## src/rtl/aes_sbox_lane_arbiter.sv

```systemverilog
// Purpose: shares one 32-bit S-box lane between a 128-bit state job (4 column passes) and a 32-bit SubWord job.
// Latency: state job 5 cycles req-sample to st_ack, key-schedule job 2 cycles req-sample to ks_ack.
// Backpressure: requests are level-held until ack; a second requester waits in IDLE, ties alternate via last_st.
module aes_sbox_lane_arbiter (
   input  logic         clk,
   input  logic         rst,
   input  logic         st_req,
   input  logic [127:0] st_data,
   input  logic         st_dec,
   output logic         st_ack,
   output logic [127:0] st_result,
   input  logic         ks_req,
   input  logic [31:0]  ks_word,
   output logic         ks_ack,
   output logic [31:0]  ks_result,
   output logic [31:0]  sb_i,
   output logic         sb_dec,
   input  logic [31:0]  sb_o,
   output logic         busy
);

   typedef enum logic [2:0] {
      S_IDLE   = 3'd0,
      S_ST     = 3'd1,
      S_KS     = 3'd2,
      S_ACK_ST = 3'd3,
      S_ACK_KS = 3'd4
   } state_t;

   state_t     state;
   logic [1:0] col;
   logic       last_st;

   // Lane input is only data-dependent while a job is actually using it.
   always_comb begin
      sb_i   = '0;
      sb_dec = 1'b0;
      case (state)
         S_ST: begin
            sb_i   = st_data[{col, 5'b00000} +: 32];
            sb_dec = st_dec;
         end
         S_KS: begin
            // key expansion only ever uses the forward S-box
            sb_i   = ks_word;
            sb_dec = 1'b0;
         end
         default: begin
            sb_i   = '0;
            sb_dec = 1'b0;
         end
      endcase
   end

   assign busy = (state != S_IDLE);

   // Sequencer: arbitration in IDLE, column walk in ST, single pass in KS, one-cycle acks.
   always_ff @(posedge clk) begin
      if (rst) begin
         state     <= S_IDLE;
         col       <= 2'd0;
         last_st   <= 1'b1;
         st_ack    <= 1'b0;
         ks_ack    <= 1'b0;
         st_result <= '0;
         ks_result <= '0;
      end else begin
         st_ack <= 1'b0;
         ks_ack <= 1'b0;
         case (state)
            S_IDLE: begin
               // on a tie the side that did not win last time goes first
               if (st_req && (!ks_req || !last_st)) begin
                  col   <= 2'd0;
                  state <= S_ST;
               end else if (ks_req) begin
                  state <= S_KS;
               end
            end
            S_ST: begin
               st_result[{col, 5'b00000} +: 32] <= sb_o;
               col <= col + 2'd1;
               if (col == 2'd3) begin
                  st_ack <= 1'b1;
                  state  <= S_ACK_ST;
               end
            end
            S_KS: begin
               ks_result <= sb_o;
               ks_ack    <= 1'b1;
               state     <= S_ACK_KS;
            end
            S_ACK_ST: begin
               last_st <= 1'b1;
               state   <= S_IDLE;
            end
            S_ACK_KS: begin
               last_st <= 1'b0;
               state   <= S_IDLE;
            end
            default: begin
               state <= S_IDLE;
            end
         endcase
      end
   end

endmodule

```

## config.mk

```make
export PLATFORM = sky130hd
export DESIGN_NAME = aes_sbox_lane_arbiter
export DESIGN_NICKNAME = d
export VERILOG_FILES = /design/src/rtl/aes_sbox_lane_arbiter.sv
export SDC_FILE = /design/constraint.sdc
export NUM_CORES = 1
export LEC_CHECK = 0
export CAP_MARGIN = 10
export CORE_AREA = 2 2 153 155
export CTS_CLUSTER_SIZE = 16
export DETAILED_ROUTE_END_ITERATION = 7
export DIE_AREA = 0 0 155 157
export GPL_TIMING_DRIVEN = 0
export PLACE_DENSITY = 0.69
export SKIP_CTS_REPAIR_TIMING = 1
export SYNTH_ARGS = -nofsm -noshare
export SYNTH_HDL_FRONTEND = slang
export SYNTH_SLANG_ARGS = --single-unit
```

## constraint.sdc

```tcl
create_clock -name clk -period 3.2 [get_ports clk]
set_input_delay 0.64 -clock clk [delete_from_list [all_inputs] [get_ports clk]]
set_output_delay 0.64 -clock clk [all_outputs]
set_load 0.05 [all_outputs]
```

==> metrics.log <==
INFO  metric status = finished with violations
INFO  metric violations = setup timing
INFO  metric critical_path.startpoint_type = flip-flop
INFO  metric placed_cells_incl_taps = 1593
INFO  metric rsz0062_at_grt = true
INFO  metric number_of_synthesized_flops_with_an_enable_pin = 0
INFO  metric cts_buffer_depth = 2
INFO  metric yosysTopAreaCell = sky130_fd_sc_hd__dfxtp_1
INFO  metric final_antenna_net_count = 0
INFO  metric final-max-slew-violation-count = 0
INFO  metric power-per-cell-area = 436 mW/mm2
INFO  metric mappedNetlistNets = 1120
INFO  metric synth_ff_type = sky130_fd_sc_hd__dfxtp_1
INFO  metric rows = 55
INFO  metric cts_sinks = 168
INFO  metric initial_antenna_violation_count = 9
INFO  metric num_io_pins = 393
INFO  metric htreeDepth = 4
INFO  metric share_of_the_cycle_needed_by_the_critical_path_after_routing = 101%
INFO  metric kind_of_capture_point_of_the_worst_setup_path = primary output
INFO  metric worst_margin_slew = 756 ps
INFO  metric pin_count_of_the_biggest_net_entering_global_routing = 19
INFO  metric final-instance-count-excl-fill = 1637
INFO  metric area_growth_syn_to_layout = 64.5%
INFO  metric yosys_register_bits = 168
INFO  metric numCtsBuffers = 17
INFO  metric path_class = flip-flop to primary output
INFO  metric place_congestion = 0.929
INFO  metric cts.reportedPaths.clkPinSlew = 70 ps
INFO  metric postRouteWirelength = 35300 um
INFO  metric filler_cell_count = 2128
INFO  metric grt_overflow_total = 0
INFO  metric timing.max_cap.violations = 0
INFO  metric dp_hpwl = 27900 um
INFO  metric timing.hold.worst.class = flip-flop to flip-flop
INFO  metric fin_worst_skew = 14.8 ps
INFO  metric die_h = 157 um
INFO  metric setup_viol = 1
INFO  metric ys_seq_area_share = 44.9%
INFO  metric start_util = 33.3%
INFO  metric final_worst_setup_slack = -26.7 ps
INFO  metric worst_ir_drop_vdd = 0.000273 V
INFO  metric num-nets-final = 1533
INFO  metric static-leakage-power = 4.53 nW
INFO  metric syn-mean-instance-area = 8.17 um2
INFO  metric final_hold_viol_count = 0
INFO  metric synth-warning-count = 0
INFO  metric fp.coreArea = 0.0225 mm2
INFO  metric placement.io_buffers = 391
INFO  metric syn_area = 0.00749 mm2
INFO  metric die_width = 155 um
INFO  metric required = 2560 ps
INFO  metric die_area = 0.0243 mm2
INFO  metric arrival_time_worst_endpoint = 2590 ps
INFO  metric track_usage = 28.5%
INFO  metric synthArstFlopShare = 0%
INFO  metric yosys-top-cells-area = sky130_fd_sc_hd__dfxtp_1 45%, sky130_fd_sc_hd__a21oi_1 11%, sky130_fd_sc_hd__nand2_1 9.7%, sky130_fd_sc_hd__mux2i_1 8.6%, sky130_fd_sc_hd__nand3_1 8.6%
INFO  metric synth.lib_cells_used.distinct = 38
INFO  metric number_of_standard_cells_after_synthesis = 917
INFO  metric maxSlewHeadroom = 49.6%
INFO  metric tritoncts = yes
INFO  metric viasPerCell = 5.25
INFO  metric drcViolationCount = 0
INFO  metric timing.fmax = 310 MHz
INFO  metric drt-wirelength-per-cell = 21.6 um
INFO  metric detailed_routing_iteration_count_for_the_pre_antenna_repair_pass = 5
INFO  metric via_count_of_the_first_global_routing_pass = 8294
INFO  metric final_util = 54.8%
INFO  metric holdWs = 450 ps
INFO  metric timing.final.crit_period = 3230 ps
INFO  metric routed-via-count = 8596
INFO  metric fraction_of_layout_instances_using_a_drive_strength_above_1 = 8.71%
INFO  metric grt_first_pass_wirelength = 51400 um
INFO  metric cts_root_buf = sky130_fd_sc_hd__clkbuf_16
INFO  metric yosys.area.top_type_share = 44.9%
INFO  metric crit_path_max_fanout = 10
INFO  metric drt_first_iter_violations = 484
INFO  metric clkLatencyLatePin = 440 ps
INFO  metric dpl_worst_slack = -263 ps
[per-layer routing]
| layer | global-route usage [%] | part of all wire [%] |
|---|---|---|
| met5 | 0 | 0 |
| met4 | 12.8 | 2.8 |
| met3 | 6.33 | 6.6 |
| met2 | 51.0 | 52 |
| met1 | 32.5 | 39 |
[cells by family after synthesis]
group,after synthesis,synth area share (%)
fa+ha+maj,6,1.00
buf+inv,96,6.42
simple gates,351,21.8
flops,168,44.9
mux,64,8.55
compound gates,232,17.3
[synthesized netlist by cell type (3+ instances only)]
master,instances
sky130_fd_sc_hd__dfxtp_1,168
sky130_fd_sc_hd__clkbuf_1,45
sky130_fd_sc_hd__mux2i_1,64
sky130_fd_sc_hd__nand4bb_1,5
sky130_fd_sc_hd__nor4bb_1,5
sky130_fd_sc_hd__buf_2,29
sky130_fd_sc_hd__nand3_1,128
sky130_fd_sc_hd__nand2_1,194
sky130_fd_sc_hd__a21o_1,31
sky130_fd_sc_hd__buf_4,16
sky130_fd_sc_hd__a21oi_1,163
sky130_fd_sc_hd__ha_1,6
sky130_fd_sc_hd__nor2_1,3
sky130_fd_sc_hd__o22ai_1,31
sky130_fd_sc_hd__buf_6,3
[worst max-delay path, cell delays in order, from the launching register on]
cell and delay (ps):
sky130_fd_sc_hd__dfxtp_1 400, sky130_fd_sc_hd__clkbuf_4 250, sky130_fd_sc_hd__buf_4 240, sky130_fd_sc_hd__buf_4 270
sky130_fd_sc_hd__mux2i_2 310, sky130_fd_sc_hd__o22ai_1 180, sky130_fd_sc_hd__a21o_1 190, sky130_fd_sc_hd__dlymetal6s2s_1 300
[final timing paths]
kind	startpoint	end	slack, ps	cells past startpoint
worst max-delay path	col[0]$_SDFFE_PP0P_	sb_i[1]	-30	7
worst min-delay path	st_result[24]$_SDFFE_PP0P_	st_result[24]$_SDFFE_PP0P_	450	2
worst max register to register	col[0]$_SDFFE_PP0P_	st_result[21]$_SDFFE_PP0P_	130	9
worst min register to register	st_result[24]$_SDFFE_PP0P_	st_result[24]$_SDFFE_PP0P_	450	2
[flip-flops by register name, summed over array words and instances (netlist names)]
| name | cells |
|---|---|
| last_st | 1 |
| state | 3 |
| ks_result | 32 |
| st_ack | 1 |
| ks_ack | 1 |
| st_result | 128 |
| col | 2 |
[per-stage QoR]
step | total power, mW | area [um2] | setup TNS [ps]
6_report | 5.38 | 12300 | -26.7
5_1_grt | 5.57 | 12300 | -1620
3_5_place_dp | 3.42 | 11800 | -7310
4_1_cts | 5.42 | 12300 | -20780
3_3_place_gp | 3.41 | 11800 | -5950
2_1_floorplan | 2.84 | 7490 | 0
[cell type report]
class	count	area (um2)	share of cell area, %
clock inverter	15	158	1.28
antenna	9	22.5	0.183
multi-input combinational	653	3680	29.8
timing repair buffer	394	3830	31.1
inverter	2	7.51	0.0609
buffer	94	483	3.92
sequential	168	3360	27.3
tap	285	357	2.89
clock buffer	17	425	3.45
[power by group]
group	leakage (nW)	total, mW	switching [mW]	internal (mW)
Clock	0.280	2.02	0.983	1.04
Combinational	2.90	1.19	0.708	0.483
Sequential	1.36	2.16	0.0281	2.13
[placed cells by master, fill, tap and decap left out, types with 3 or more instances in the layout]
master / synthesis / routed
sky130_fd_sc_hd__buf_2: 29 / 26
sky130_fd_sc_hd__diode_2: 0 / 9
sky130_fd_sc_hd__clkinv_8: 0 / 3
sky130_fd_sc_hd__a21oi_1: 163 / 163
sky130_fd_sc_hd__dfxtp_1: 168 / 168
sky130_fd_sc_hd__clkbuf_1: 45 / 45
sky130_fd_sc_hd__ha_1: 6 / 6
sky130_fd_sc_hd__nor4bb_1: 5 / 5
sky130_fd_sc_hd__nor2_1: 3 / 3
sky130_fd_sc_hd__clkbuf_16: 0 / 17
sky130_fd_sc_hd__nand4bb_1: 5 / 5
sky130_fd_sc_hd__clkbuf_2: 1 / 25
sky130_fd_sc_hd__dlymetal6s2s_1: 0 / 7
sky130_fd_sc_hd__mux2i_1: 64 / 62
sky130_fd_sc_hd__o22ai_1: 31 / 30
sky130_fd_sc_hd__nand3_1: 128 / 128
sky130_fd_sc_hd__buf_4: 16 / 20
sky130_fd_sc_hd__buf_6: 3 / 3
sky130_fd_sc_hd__inv_6: 0 / 3
sky130_fd_sc_hd__a21o_1: 31 / 31
sky130_fd_sc_hd__inv_8: 0 / 4
sky130_fd_sc_hd__nand2_1: 194 / 194
sky130_fd_sc_hd__clkdlybuf4s50_1: 0 / 359
sky130_fd_sc_hd__clkbuf_4: 0 / 3
(Power assumes the default switching activity.)
